`src/rtl/flag_unit_pkg.sv`:
```
// Shared NZCV definitions: condition-field encodings and flag bit positions.
// Used by the flag unit, the condition evaluator and the ALU.
package flag_unit_pkg;

    typedef enum logic [3:0] {
        EQ = 4'b0000,
        NE = 4'b0001,
        CS = 4'b0010,
        CC = 4'b0011,
        MI = 4'b0100,
        PL = 4'b0101,
        VS = 4'b0110,
        VC = 4'b0111,
        HI = 4'b1000,
        LS = 4'b1001,
        GE = 4'b1010,
        LT = 4'b1011,
        GT = 4'b1100,
        LE = 4'b1101,
        AL = 4'b1110,
        NV = 4'b1111
    } cond_e;

    localparam int N_BIT = 3;
    localparam int Z_BIT = 2;
    localparam int C_BIT = 1;
    localparam int V_BIT = 0;

endpackage

```
`src/rtl/flag_unit_cond_eval.sv`:
```
// Combinational ARM condition check: maps (cond, nzcv) to a pass bit.
// Shared with the branch logic, so it carries no state.
module cond_eval
    import flag_unit_pkg::*;
(
    input  logic [3:0] i_cond,
    input  logic [3:0] i_nzcv,
    output logic       o_pass
);

    logic w_n, w_z, w_c, w_v;

    assign w_n = i_nzcv[N_BIT];
    assign w_z = i_nzcv[Z_BIT];
    assign w_c = i_nzcv[C_BIT];
    assign w_v = i_nzcv[V_BIT];

    always_comb begin
        o_pass = 1'b0;
        case (cond_e'(i_cond))
            EQ:      o_pass = w_z;
            NE:      o_pass = ~w_z;
            CS:      o_pass = w_c;
            CC:      o_pass = ~w_c;
            MI:      o_pass = w_n;
            PL:      o_pass = ~w_n;
            VS:      o_pass = w_v;
            VC:      o_pass = ~w_v;
            HI:      o_pass = w_c & ~w_z;
            LS:      o_pass = ~w_c | w_z;
            GE:      o_pass = (w_n == w_v);
            LT:      o_pass = (w_n != w_v);
            GT:      o_pass = ~w_z & (w_n == w_v);
            LE:      o_pass = w_z | (w_n != w_v);
            AL:      o_pass = 1'b1;
            default: o_pass = 1'b0;
        endcase
    end

endmodule

```
`src/rtl/flag_unit.sv`:
```
// NZCV status register with same-cycle forwarding of committing flags,
// a pending flag-writer counter and the ID-stage stall/condition check.
module flag_unit
    import flag_unit_pkg::*;
#(
    parameter int MAX_INFLIGHT = 3
) (
    input  logic       i_clk,
    input  logic       i_rst,
    input  logic       i_issue_valid,
    input  logic       i_issue_sets_flags,
    input  logic [3:0] i_cond,
    input  logic       i_commit_valid,
    input  logic [3:0] i_alu_status,
    output logic [3:0] o_nzcv,
    output logic       o_carry,
    output logic       o_cond_pass,
    output logic       o_stall,
    output logic       o_err
);

    localparam int CW = $clog2(MAX_INFLIGHT + 1);
    localparam logic [CW-1:0] MAX_CNT = CW'(MAX_INFLIGHT);

    logic [CW-1:0] r_count;
    logic [3:0]    r_nzcv;
    logic          r_err;

    logic [CW-1:0] w_rem;
    logic [CW-1:0] w_count_next;
    logic [3:0]    w_eff;
    logic          w_stall;
    logic          w_acc;
    logic          w_inc;
    logic          w_underflow;

    assign w_eff       = i_commit_valid ? i_alu_status : r_nzcv;
    assign w_underflow = i_commit_valid && (r_count == '0);

    // A stray commit with nothing pending must not make rem look non-zero.
    assign w_rem = (i_commit_valid && !w_underflow) ? r_count - CW'(1) : r_count;

    assign w_stall = ((w_rem != '0) && (i_cond != AL))
                   || ((r_count == MAX_CNT) && i_issue_sets_flags && !i_commit_valid);

    assign w_acc = i_issue_valid & ~w_stall;
    assign w_inc = w_acc & i_issue_sets_flags;

    assign w_count_next = w_underflow ? '0
                        : r_count + CW'(w_inc) - CW'(i_commit_valid);

    always_ff @(posedge i_clk or posedge i_rst) begin
        if (i_rst) begin
            r_count <= '0;
            r_nzcv  <= 4'b0000;
            r_err   <= 1'b0;
        end else begin
            r_count <= w_count_next;
            if (i_commit_valid) begin
                r_nzcv <= i_alu_status;
            end
            if (w_underflow) begin
                r_err <= 1'b1;
            end
        end
    end

    cond_eval u_cond_eval (
        .i_cond (i_cond),
        .i_nzcv (w_eff),
        .o_pass (o_cond_pass)
    );

    assign o_nzcv  = r_nzcv;
    assign o_carry = r_nzcv[C_BIT];
    assign o_stall = w_stall;
    assign o_err   = r_err;

endmodule

```
`config.mk`:
```
export PLATFORM = sky130hd
export DESIGN_NAME = flag_unit
export DESIGN_NICKNAME = d
export VERILOG_FILES = /design/src/rtl/flag_unit_pkg.sv /design/src/rtl/flag_unit_cond_eval.sv /design/src/rtl/flag_unit.sv
export SDC_FILE = /design/constraint.sdc
export NUM_CORES = 1
export LEC_CHECK = 0
export CAP_MARGIN = 0
export CELL_PAD_IN_SITES_DETAIL_PLACEMENT = 1
export CELL_PAD_IN_SITES_GLOBAL_PLACEMENT = 2
export CORE_ASPECT_RATIO = 0.9
export CORE_MARGIN = 2
export CORE_UTILIZATION = 25
export CTS_CLUSTER_SIZE = 14
export DETAILED_ROUTE_END_ITERATION = 16
export PLACE_DENSITY_LB_ADDON = 0.15
export SETUP_SLACK_MARGIN = 0.05
export SLEW_MARGIN = 20
export SYNTH_ARGS = -nofsm -noshare
export SYNTH_HDL_FRONTEND = slang
export SYNTH_SLANG_ARGS = --single-unit
```
`constraint.sdc`:
```
create_clock -name i_clk -period 2.6 [get_ports i_clk]
set_clock_uncertainty 0.1 [all_clocks]
set_input_delay 0.65 -clock i_clk [delete_from_list [all_inputs] [get_ports i_clk]]
set_output_delay 0.65 -clock i_clk [all_outputs]
set_load 0.01 [all_outputs]
```
==> results.cfg, run 1 <==
[run_status]
status = complete, no violations

[cts]
cts.sinks = 7
cts_tree = built
clk_path_buf_depth = 2
clkTransAtPathRegs_ns = 0.05
cts_hold_buffers = 0
numCtsBuffers = 3
cts_root_buf = clkbuf_4
clk_latency_ns = 0.26
h-tree-depth = 1

[die]
die-area_sq_mm = 0.00290
io_pins = 21
die_w_um = 56.6
fp.coreArea_sq_mm = 0.00240
initial_utilization_pct = 25.9
fp-row-count = 17
die_y_um = 51.3

[sta]
slew_viol_final = 0
fmax_mhz = 388
setup_ws_ns = 0.0260
holdWs_ns = 0.360
timing_hold_violations_final = 0
post-route-period-util_pct = 99.0
worst_slew_pin_slew_ns = 0.323
setup_viol = 0
period_needed_ns = 2.57
rsz0062_at_grt = true
tns_ns = 0
max_slew_margin_pct = 78.5

[synthesis]
synth_top_area_share_pct = 28.2
synth_largest_area_cell = dfrtp_1
ys_top_cells_by_area = dfrtp_1 28%, ha_1 8.0%, xnor2_1 7.0%
ys_ff_latch = 7
synth_nets = 85
yosysWarnings = 0
yosysSeqAreaShare_pct = 28.2
synth-async-reset-ratio_pct = 100
synth.distinct_cells = 34
syn_avg_cell_area_sq_um = 9.14
synth_edf_count = 0
synth_flop_cell = dfrtp_1
synthCells = 68
syn_area_sq_um = 622

[worst_setup_path]
path_depth = 8
reg2reg_slack_ns = 0.22
crit_fanout = 5
worstPathRequired_ns = 1.85
crit_top_cell = buf_8
end_kind = output pin
reg2regPathDepth = 12
path_delay_family = buffers and inverters
path_cells = buf_8 -> buf_8 -> mux2_4 -> nor3_2 -> a21oi_1 -> o31a_1 -> nand4_1 -> buf_2
start_kind = input pin
arrival_ns = 1.82
path_buf_inv = 3
worst_path_max_delay_cell = mux2_4
worstSetupPathType = in2out
cpPeakStageDelay_ns = 0.34

[drt]
drc = 0
ant_nets = 0
drt_iter0_markers = 8
vias_per_cell = 4.65
routed_wirelength_mm = 1.64
vias = 618
wl_per_cell_um = 12.4
drtPass1Iterations = 4

[placed_design]
dp_slack_ns = -0.869
dp_hpwl_mm = 1.35
gp_congestion = 0.819
io_buffer_count = 20

[grt]
grt_start_max_net_pins = 9
overflow = 0
grt_pass1_vias = 672
antenna_found_initial = 0
grt_pass1_wl_mm = 2.88
grtUsageTotal_pct = 12.9

[cells_and_area]
drive_above_1_share_pct = 45.7
final_nets = 123
final_common_cell = buf_4
antenna_cells = 0
syn_to_final_growth_pct = 62.6
final_cell_mix = 17 x buf_4, 9 x clkdlybuf4s50_1, 7 x dfrtp_1

[worst_hold_path]
hold_path_class = reg2reg
min_path_cells = 1

[power]
ir_worst_vdd_v = 0.000357
p_per_area_mw_per_mm2 = 599
power_leakage_uw = 0.000454

[run]
drv_cap = 0
==> metal layers <==
| metal | vias up | wire (um) | track usage [%] |
|---|---|---|---|
| met5 | - | 0 | 0 |
| met4 | 0 | 14 | 3.57 |
| met3 | 2 | 92 | 4.56 |
| met2 | 18 | 706 | 20.9 |
| met1 | 285 | 830 | 16.2 |
| li1 | 313 | - | - |
==> sequential cells by signal, indices dropped and copies added, names as in the netlist <==
signal,count
o_nzcv,4
o_err,1
r_count,2
==> cell usage after synthesis (all sizes together), types with 2 or more instances <==
master,instances
a211oi,2
a21o,2
a21oi,3
buf,4
dfrtp,7
ha,4
inv,8
mux2,4
mux2i,2
nand2,3
nand4,2
nor2,6
xnor2,5
==> cells by family (layout without fill, tap and decap cells) <==
logic type	count (synthesis)	count (layout)	share of synthesized area (%)
XOR/XNOR	5	5	7.04
flip-flops	7	7	28.2
buffers and inverters	13	50	10.1
AND/OR/NAND/NOR	17	17	15.3
adder cells (fa/ha/maj)	4	4	8.05
multiplexers	6	6	13.1
AO/OA/AOI/OAI	16	16	18.3
==> where the power goes <==
part           leakage, uW  internal [uW]  total, uW  switching, uW
Sequential       0.0000797            132        146           13.7
Clock            0.0000150           58.8        102           43.1
Combinational     0.000359            193        358            164
Total             0.000454            384        605            221
==> cell type report <==
| type | instances | area [sq um] |
|---|---|---|
| flip-flops and latches | 7 | 175 |
| repair buffers | 38 | 310 |
| fillers | 280 | 1390 |
| well taps | 28 | 35.0 |
| clock buffers | 4 | 26.3 |
| inverters | 8 | 30.0 |
| multi-input cells | 48 | 434 |
==> worst paths after layout <==
check,endpoint,from
min in group asynchronous,o_err,i_rst
hold reg to reg,o_err,o_err
hold / removal,o_err,o_err
setup reg to reg,r_count[1],r_count[1]
setup / recovery,o_cond_pass,i_commit_valid
max in group asynchronous,o_nzcv[2],i_rst
==> what timing repair did <==
item / 4_1_cts / 5_1_grt
cloned: 0 / 0
buffers inserted: 1 / 1
pin swaps: 6 / 7
setup endpoints to repair: 4 / 3
gates resized for setup: 35 / 16
==> per-stage QoR <==
step                      total power (uW)  instance area, sq um  util, %  instances
after global routing                   663                  1010     42.1        133
after global placement                 465                   945     39.3        127
after floorplan                        318                   622        -         68
final                                  605                  1010     42.1        133
after CTS                              571                   996     41.4        132
after detailed placement               467                   945     39.3        127
No activity file was read; power rests on OpenSTA's default activity.
==> inputs of run 2 (changes only) <==
- clock period: 2.6 -> 2.4 ns (I/O delays scaled with it)
==> run 2 against run 1 <==
The flow now finishes with violations (setup timing). Global-route usage increased by 1.8 points. Sequential power increased by 11%. Utilization increased by 5.5 points. Power increased by 36%. Non-clock buffer count increased by 5. Clock-buffer cell count decreased by 1. Worst setup slack got worse by 0.11 ns. Clock power increased by 9%. Sequential share of layout area decreased by 1.9 points. First-iteration DRC count unchanged. Critical endpoint unchanged. Largest power group unchanged.
==> results.cfg, run 2 (synthesis gave the netlist of run 1 again) <==
[worst_setup_path]
arrival_ns = 1.79
worst_path_max_delay_cell = mux2_4
timing.rr.start = r_count[1]
critPathLaunch = i_commit_valid
end_kind = output pin
crit_fanout = 5
cpPeakStageDelay_ns = 0.33
path_cells = buf_6 -> buf_6 -> mux2_4 -> a21oi_2 -> a311oi_2 -> o211ai_1 -> nand4_1 -> buf_2
worstSetupPathType = in2out
worstPathRequired_ns = 1.70
start_kind = input pin
crit_top_cell = buf_6

[power]
swShare_pct = 36.5
ir_worst_vdd_v = 0.000432
power.total_uw = 823
power_leakage_uw = 0.000503
p_per_area_mw_per_mm2 = 720
clkPwrFrac_pct = 13.5
seqPwrFrac_pct = 19.6
power.switching_uw = 300
p_int_uw = 523
comb_power_share_pct = 66.9

[drt]
ant_nets = 0
drc = 0
wl_per_cell_um = 13.5
vias = 652
drt_iter0_markers = 8
drtPass1Iterations = 2
vias_per_cell = 4.72
routed_wirelength_mm = 1.87

[worst_hold_path]
hold_path_class = reg2reg
hold_start = o_err

[cts]
cts_root_buf = clkbuf_4
numCtsBuffers = 3
cts.sinks = 7
clkTransAtPathRegs_ns = 0.06
cts_tree = built
clk_latency_ns = 0.26
clk_path_buf_depth = 2
h-tree-depth = 1

[sta]
rsz0062_at_grt = true
period_needed_ns = 2.49
fmax_mhz = 402
slew_viol_final = 0
setup_ws_ns = -0.0851
max_slew_margin_pct = 80.3
setup_viol = 2
post-route-period-util_pct = 104
holdWs_ns = 0.365
worst_slew_pin_slew_ns = 0.295
timing_hold_violations_final = 0

[cells_and_area]
final_nets = 128
largest_register_ffs = 4
drive_above_1_share_pct = 55.5
final_common_cell = buf_4
fin_area_sq_mm = 0.00114
syn_to_final_growth_pct = 83.7
antenna_cells = 0
final_cell_mix = 20 x buf_4, 9 x clkdlybuf4s50_1, 6 x inv_2, 6 x dfrtp_1, 5 x nor2_1

[run]
drv_cap = 0

[die]
io_pins = 21
die-area_sq_mm = 0.00290
die_y_um = 51.3
die_w_um = 56.6
initial_utilization_pct = 25.9
fp-row-count = 17
fp.coreArea_sq_mm = 0.00240

[placed_design]
dp_slack_ns = -0.978
io_buffer_count = 20
dpl_cell_area_sq_mm = 0.00107
dp_hpwl_mm = 1.50
gp_congestion = 0.767

[grt]
overflow = 0
grtUsageTotal_pct = 14.7
grt_pass1_wl_mm = 3.33
grt_start_max_net_pins = 10
antenna_found_initial = 0
grt_pass1_vias = 747

[run_status]
violations = setup timing
status = finished, violations left
==> run 2: worst paths after layout <==
| kind | to | slack, ns | cells after the start |
|---|---|---|---|
| setup / recovery | o_cond_pass | -0.09 | 8 |
| min in group asynchronous | o_err | 0.47 | 2 |
| max in group asynchronous | r_count[0] | 1.48 | 2 |
| hold reg to reg | o_err | 0.36 | 1 |
| hold / removal | o_err | 0.36 | 1 |
| setup reg to reg | r_count[1] | 0.08 | 13 |
==> run 2: routing by layer <==
| metal | vias to the layer above | part of all wire, % | GRT usage [%] |
|---|---|---|---|
| met4 | 0 | 0.75 | 3.17 |
| met3 | 3 | 5.2 | 3.80 |
| met1 | 302 | 46 | 18.2 |
| met2 | 22 | 48 | 25.6 |
| li1 | 325 | - | - |
| met5 | - | 0 | 0 |
==> run 2: through the flow <==
step           util, %  cells  setup TNS (ns)
6_report          47.5    138          -0.106
2_1_floorplan        -     68               0
4_1_cts           47.1    137          -0.126
3_3_place_gp      44.4    133           -2.96
3_5_place_dp      44.4    133           -3.15
5_1_grt           47.5    138          -0.271
==> run 2: power groups by stage <==
stage	registers, uW	clock network [uW]	logic (uW)
after floorplan	186	0	263
after global placement	164	0	486
after detailed placement	164	0	502
after CTS	162	115	511
after global routing	165	126	605
final	162	111	550
==> run 2: timing repair <==
item                       in CTS  in global routing
pin swaps                      11                  6
buffers inserted                0                  1
resized for setup              39                  5
hold buffers                    0                  0
setup endpoints to repair       4                  3
==> run 2: cell type report <==
type                       count  area [sq um]
fill                         283          1260
clock buffer                   3          22.5
sequential                     7           176
inverter                       8          30.0
timing repair buffer          43           355
clock inverter                 1          5.00
multi-input combinational     48           518
tap                           28          35.0
==> run 2: worst max-delay path: cells and delay by family <==
family,cells,cell delay [ns]
buf+inv,3,0.37
compound gates,3,0.39
simple gates,1,0.09
mux,1,0.33
